--- src/rtl/dmem_arbiter.sv ---
// dmem_arbiter: two-port arbiter/sequencer in front of a single-ported
// 64K x 32 data memory. Port 0 is the CPU load/store unit and port 1 is the
// debug/loader port. The arbiter issues one memory access per ACCESS cycle,
// registers the read data and returns a one-cycle ack to the owning port.
//
// Request/ack handshake, identical on both ports:
//   A port raises req together with a stable addr/we/wdata/lock and keeps
//   all of them unchanged until it sees its ack. The ack is a single-cycle
//   pulse in the cycle after the memory access. The access is complete in
//   that cycle, and rdata is valid for reads. In the ack cycle the port may
//   present the next access with req held high, or drop req. The port must
//   not drop a request before its ack arrives. If it does, the access still
//   completes and is still acknowledged. rdata holds its value until the
//   next read ack to the same port.
//
// Arbitration: a single requester wins. On a tie, rr_next wins, and rr_next
// then points at the other port. At the end of an ACCESS cycle the owner
// keeps the memory only when it holds both lock and req and has used fewer
// than LOCK_MAX consecutive grants. Otherwise a waiting non-owner takes the
// next cycle, or the arbiter returns to IDLE. An owner holding req without
// lock is not re-granted straight away. It competes again from IDLE.

module dmem_arbiter #(
    parameter int ADDR_W   = 16,
    parameter int DATA_W   = 32,
    parameter int LOCK_MAX = 8
) (
    input  logic              clk,
    input  logic              rst_n,

    input  logic              p0_req,
    input  logic              p0_we,
    input  logic              p0_lock,
    input  logic [ADDR_W-1:0] p0_addr,
    input  logic [DATA_W-1:0] p0_wdata,
    output logic              p0_ack,
    output logic [DATA_W-1:0] p0_rdata,

    input  logic              p1_req,
    input  logic              p1_we,
    input  logic              p1_lock,
    input  logic [ADDR_W-1:0] p1_addr,
    input  logic [DATA_W-1:0] p1_wdata,
    output logic              p1_ack,
    output logic [DATA_W-1:0] p1_rdata,

    output logic [ADDR_W-1:0] mem_address,
    output logic [DATA_W-1:0] mem_write_data,
    output logic              mem_write_enable,
    input  logic [DATA_W-1:0] mem_read_data,

    output logic              busy,

    // Observation of internal state: dbg_state 0 = IDLE, 1 = ACCESS
    output logic              dbg_state,
    output logic              dbg_owner,
    output logic [7:0]        dbg_lock_cnt
);

    typedef enum logic {
        IDLE   = 1'b0,
        ACCESS = 1'b1
    } state_t;

    // Last lock_cnt value that still allows another locked grant.
    // With LOCK_MAX = 1 the limit is 0, so lock never extends ownership.
    localparam logic [7:0] LOCK_LIMIT = 8'(LOCK_MAX - 1);

    state_t     state;
    state_t     state_nxt;
    logic       owner;
    logic       owner_nxt;
    logic       rr_next;
    logic       rr_next_nxt;
    logic [7:0] lock_cnt;
    logic [7:0] lock_cnt_nxt;

    logic [1:0] req;
    logic [1:0] lock;
    logic       own_req;
    logic       own_lock;
    logic       other_req;
    logic       idle_winner;

    assign req  = {p1_req, p0_req};
    assign lock = {p1_lock, p0_lock};

    // Pick the winner among the current requesters; rr_next breaks a tie.
    function automatic logic pick_winner(input logic [1:0] r, input logic pref);
        logic w;
        if (r[0] && r[1]) begin
            w = pref;
        end else if (r[1]) begin
            w = 1'b1;
        end else begin
            w = 1'b0;
        end
        return w;
    endfunction

    // Request and lock view from the current owner's perspective.
    always_comb begin
        own_req     = req[owner];
        own_lock    = lock[owner];
        other_req   = req[~owner];
        idle_winner = pick_winner(req, rr_next);
    end

    // State register together with owner, round-robin pointer and lock counter.
    always_ff @(posedge clk or negedge rst_n) begin
        if (!rst_n) begin
            state    <= IDLE;
            owner    <= 1'b0;
            rr_next  <= 1'b0;
            lock_cnt <= 8'd0;
        end else begin
            state    <= state_nxt;
            owner    <= owner_nxt;
            rr_next  <= rr_next_nxt;
            lock_cnt <= lock_cnt_nxt;
        end
    end

    // Next-state decision: grant from IDLE, or choose the next owner at the end of ACCESS.
    always_comb begin
        state_nxt    = state;
        owner_nxt    = owner;
        rr_next_nxt  = rr_next;
        lock_cnt_nxt = lock_cnt;
        case (state)
            IDLE: begin
                if (|req) begin
                    state_nxt    = ACCESS;
                    owner_nxt    = idle_winner;
                    rr_next_nxt  = ~idle_winner;
                    lock_cnt_nxt = 8'd0;
                end
            end
            ACCESS: begin
                if (own_lock && own_req && (lock_cnt < LOCK_LIMIT)) begin
                    // Locked owner keeps the memory; the waiting port is held off.
                    state_nxt    = ACCESS;
                    rr_next_nxt  = ~owner;
                    lock_cnt_nxt = lock_cnt + 8'd1;
                end else if (other_req) begin
                    // Hand over directly, so alternating ports get one access per cycle.
                    state_nxt    = ACCESS;
                    owner_nxt    = ~owner;
                    rr_next_nxt  = owner;
                    lock_cnt_nxt = 8'd0;
                end else begin
                    state_nxt    = IDLE;
                    lock_cnt_nxt = 8'd0;
                end
            end
            default: begin
                state_nxt    = IDLE;
                lock_cnt_nxt = 8'd0;
            end
        endcase
    end

    // Memory port drive: the owner's request during ACCESS, all zero otherwise.
    always_comb begin
        mem_address      = '0;
        mem_write_data   = '0;
        mem_write_enable = 1'b0;
        if (state == ACCESS) begin
            if (owner) begin
                mem_address      = p1_addr;
                mem_write_data   = p1_wdata;
                mem_write_enable = p1_we;
            end else begin
                mem_address      = p0_addr;
                mem_write_data   = p0_wdata;
                mem_write_enable = p0_we;
            end
        end
    end

    // Completion: pulse the owner's ack and capture read data at the end of ACCESS.
    always_ff @(posedge clk or negedge rst_n) begin
        if (!rst_n) begin
            p0_ack   <= 1'b0;
            p1_ack   <= 1'b0;
            p0_rdata <= '0;
            p1_rdata <= '0;
        end else begin
            p0_ack <= (state == ACCESS) && !owner;
            p1_ack <= (state == ACCESS) && owner;
            if ((state == ACCESS) && !owner && !p0_we) begin
                p0_rdata <= mem_read_data;
            end
            if ((state == ACCESS) && owner && !p1_we) begin
                p1_rdata <= mem_read_data;
            end
        end
    end

    assign busy         = (state == ACCESS);
    assign dbg_state    = (state == ACCESS);
    assign dbg_owner    = owner;
    assign dbg_lock_cnt = lock_cnt;

endmodule

--- config.mk ---
export PLATFORM = sky130hd
export DESIGN_NAME = dmem_arbiter
export DESIGN_NICKNAME = d
export VERILOG_FILES = /design/src/rtl/dmem_arbiter.sv
export SDC_FILE = /design/constraint.sdc
export NUM_CORES = 1
export LEC_CHECK = 0
export CORE_ASPECT_RATIO = 2
export CORE_MARGIN = 5
export CORE_UTILIZATION = 39
export DETAILED_ROUTE_END_ITERATION = 7
export HOLD_SLACK_MARGIN = 0.15
export PLACE_DENSITY = 0.91
export SLEW_MARGIN = 20
export SYNTH_ARGS = -nofsm -noshare
export SYNTH_HDL_FRONTEND = slang
export SYNTH_SLANG_ARGS = --single-unit
--- constraint.sdc ---
create_clock -name clk -period 4.5 [get_ports clk]
set_input_delay 1.35 -clock clk [delete_from_list [all_inputs] [get_ports clk]]
set_output_delay 1.35 -clock clk [all_outputs]
set_load 0.02 [all_outputs]
==> results.py, run 1 <==
metrics = {
    "yosys": {
        "yosysSeqAreaShare": 0.487,
        "synth_area_leaders": "dfrtp_1 (49%), mux2i_1 (12%), mux2_4 (11%)",
        "dominantRegCellSynth": "dfrtp_1",
        "syn_avg_cell_area_um2": 13.1,
        "synthesis.nets": 439,
        "synthArstFlopShare": 1.00,
        "synth.most_common_cell": "dfrtp_1",
        "yosys_register_bits": 77,
        "ys_types": 39,
        "synthesis.area_mm2": 0.00396,
        "yosysTopAreaCellShare": 0.487,
        "synth_top_area_cell": "dfrtp_1",
        "synth_edf_count": 0,
        "ys_warn_count": 0,
        "ys_top_cells_by_count": "dfrtp_1 (77), nor2b_1 (50), mux2i_1 (49)",
        "synthCells": 302,
    },
    "final_layout": {
        "diodes": 0,
        "fin_nets": 694,
        "fin_util": 0.693,
        "area_growth_pct": 75.6,
        "fin_area_mm2": 0.00695,
        "stdcell_count": 697,
        "nFillCells": 768,
        "drive_gt1_frac": 0.157,
    },
    "floorplanning": {
        "coreArea_mm2": 0.0100,
        "start_util": 0.395,
        "io_pins": 262,
        "die_w_um": 81.2,
        "die-area_mm2": 0.0124,
        "die_h_um": 152,
        "rows": 52,
    },
    "flow_run": {
        "drv_cap": 0,
    },
    "timing": {
        "finalSetupViolations": 0,
        "slew_viol_final": 0,
        "setup_slack_ns": 0.372,
        "hold_violations": 0,
        "slew_headroom": 0.362,
        "clock_skew_ns": 0.00735,
        "tightest_slew_ns": 0.955,
        "timing.hold.ws_ns": 0.504,
        "setup_tns_ns": 0,
        "rsz0062_at_grt": "false",
        "fin_crit_ns": 4.13,
        "max_freq_mhz": 242,
        "post-route-period-util": 0.917,
    },
    "pwr": {
        "power.share.clock": 0.142,
        "ir_drop_uv": 350,
        "combPwrFrac": 0.600,
        "switchingPower_mw": 1.88,
        "power.total_mw": 4.90,
        "p_sw_frac": 0.385,
        "internal_power_mw": 3.01,
        "seq_power_share": 0.258,
        "p_leak_nw": 3.04,
        "power.density_mw_per_mm2": 705,
    },
    "setup_path": {
        "crit_required_ns": 3.15,
        "cp-end-kind": "output port",
        "cp.arrival_ns": 2.78,
        "path_max_fanout": 1,
        "start_kind": "primary input",
        "crit_type": "primary input to output port",
    },
    "global_routing": {
        "first_global_vias": 3879,
        "track_usage": 0.221,
        "antenna_found_initial": 1,
        "grt_max_degree": 78,
        "grt_pass1_wl_mm": 20.3,
        "grt-ovfl-total": 0,
    },
    "placement": {
        "place_area_mm2": 0.00665,
        "port_buffers": 261,
        "gp_congestion": 0.814,
        "post-dp-hpwl_mm": 10.9,
        "dp.cells": 681,
        "post-place-ws_ns": 0.377,
    },
    "clock_network": {
        "cts_setup_buffers": 0,
        "cts_tree": "done",
        "cts_max_level": 3,
        "path_clk_slew_ns": 0.05,
        "cts_resized": 0,
        "cts_buffers": 9,
        "cts_root_buffer": "clkbuf_16",
        "clock_path_buffers": 2,
        "clk_latency_ns": 0.34,
        "cts.sinks": 77,
        "holdBufCountCts": 0,
    },
    "routing": {
        "via_per_inst": 4.92,
        "drt.antenna.violating_nets": 0,
        "route.detailed.drc": 0,
        "wirelength_mm": 13.4,
        "wl_per_cell_um": 19.2,
        "dr.pass1.iters": 4,
        "dr_total_vias": 3431,
        "drtIter0Drc": 97,
    },
    "min_path": {
        "hold_path_class": "flip-flop to flip-flop",
    },
    "status": {
        "outcome": "completed",
    },
}
-- per-layer routing --
layer | global-route usage | part of all wire | vias up
li1 | - | - | 1566
met1 | 0.212 | 0.32 | 1637
met2 | 0.403 | 0.55 | 200
met3 | 0.0805 | 0.098 | 26
met4 | 0.0959 | 0.031 | 2
met5 | 0 | 0.00097 | -
-- cells by family (layout without fill, tap and decap cells) --
kind of cell               Yosys count  count (layout)  share of synthesized area
AOI/OAI and AO/OA                   15              15                     0.0272
adders and majority gates            1               1                    0.00316
buffers and inverters               22             282                     0.0332
DFF                                 77              77                      0.487
muxes                              113             113                      0.335
and+or+nand+nor                     74              74                      0.115
-- power groups by stage --
stage	clock network (mW)	logic [mW]	registers [mW]
2_1_floorplan	0	1.28	1.58
3_3_place_gp	0	2.92	1.25
3_5_place_dp	0	2.96	1.27
4_1_cts	0.715	2.98	1.27
5_1_grt	0.741	3.10	1.31
6_report	0.695	2.94	1.26
-- cell usage in the layout, fill, tap and decap left out, drive strengths merged, types with 2 or more instances in the layout --
cell type      count
clkdlybuf4s50    260
dfrtp             77
mux2              64
nor2b             50
mux2i             49
clkbuf            11
nor3               5
a21oi              4
and2               4
buf                4
inv                4
o21ai              4
nand2              3
nor2               3
clkinvlp           2
-- critical path, cell delays in order --
cell and delay [ns]:
clkdlybuf4s50_1 0.53, mux2i_1 0.11, nor2b_1 0.15, clkdlybuf4s50_1 0.64
-- final timing paths --
check / startpoint / end / slack [ns] / cells after the start
min in group asynchronous: rst_n / p0_rdata[26] / 1.15 / 1
max in group asynchronous: rst_n / dbg_owner / 2.69 / 1
hold reg to reg: p0_rdata[25] / p0_rdata[25] / 0.50 / 1
setup / recovery: p1_wdata[27] / mem_write_data[27] / 0.37 / 4
hold / removal: p0_rdata[25] / p0_rdata[25] / 0.50 / 1
setup reg to reg: busy / p0_rdata[4] / 1.80 / 4
-- cell type report --
cell class / instances / area (um2) / share of cell area
Clock buffer: 11 / 253 / 0.0364
Clock inverter: 5 / 41.3 / 0.00594
Inverter: 2 / 7.51 / 0.00108
Multi-Input combinational cell: 203 / 1900 / 0.274
Sequential cell: 77 / 1930 / 0.278
Tap cell: 135 / 169 / 0.0243
Timing Repair Buffer: 264 / 2650 / 0.381
-- sequential cells by signal, summed over array words and instances, names as in the netlist --
register	flops
busy	1
dbg_lock_cnt	8
dbg_owner	1
p0_ack	1
p0_rdata	32
p1_ack	1
p1_rdata	32
rr_next	1
No activity file was read; power rests on OpenSTA's default activity.
==> run 2: changes to the inputs <==
--- a/config.mk
+++ b/config.mk
@@ -11,6 +11,7 @@
 export DETAILED_ROUTE_END_ITERATION = 7
 export HOLD_SLACK_MARGIN = 0.15
 export PLACE_DENSITY = 0.91
+export SKIP_CTS_REPAIR_TIMING = 1
 export SLEW_MARGIN = 20
 export SYNTH_ARGS = -nofsm -noshare
 export SYNTH_HDL_FRONTEND = slang
==> results of run 2 <==
The final DEF is identical to that of run 1; final timing and power are the same.
==> run 3: changes to the inputs <==
--- a/config.mk
+++ b/config.mk
@@ -12,7 +12,6 @@
 export HOLD_SLACK_MARGIN = 0.15
 export PLACE_DENSITY = 0.91
 export SKIP_CTS_REPAIR_TIMING = 1
-export SLEW_MARGIN = 20
 export SYNTH_ARGS = -nofsm -noshare
 export SYNTH_HDL_FRONTEND = slang
 export SYNTH_SLANG_ARGS = --single-unit
==> results of run 3 <==
The final DEF is identical to that of run 1; final timing and power are the same.
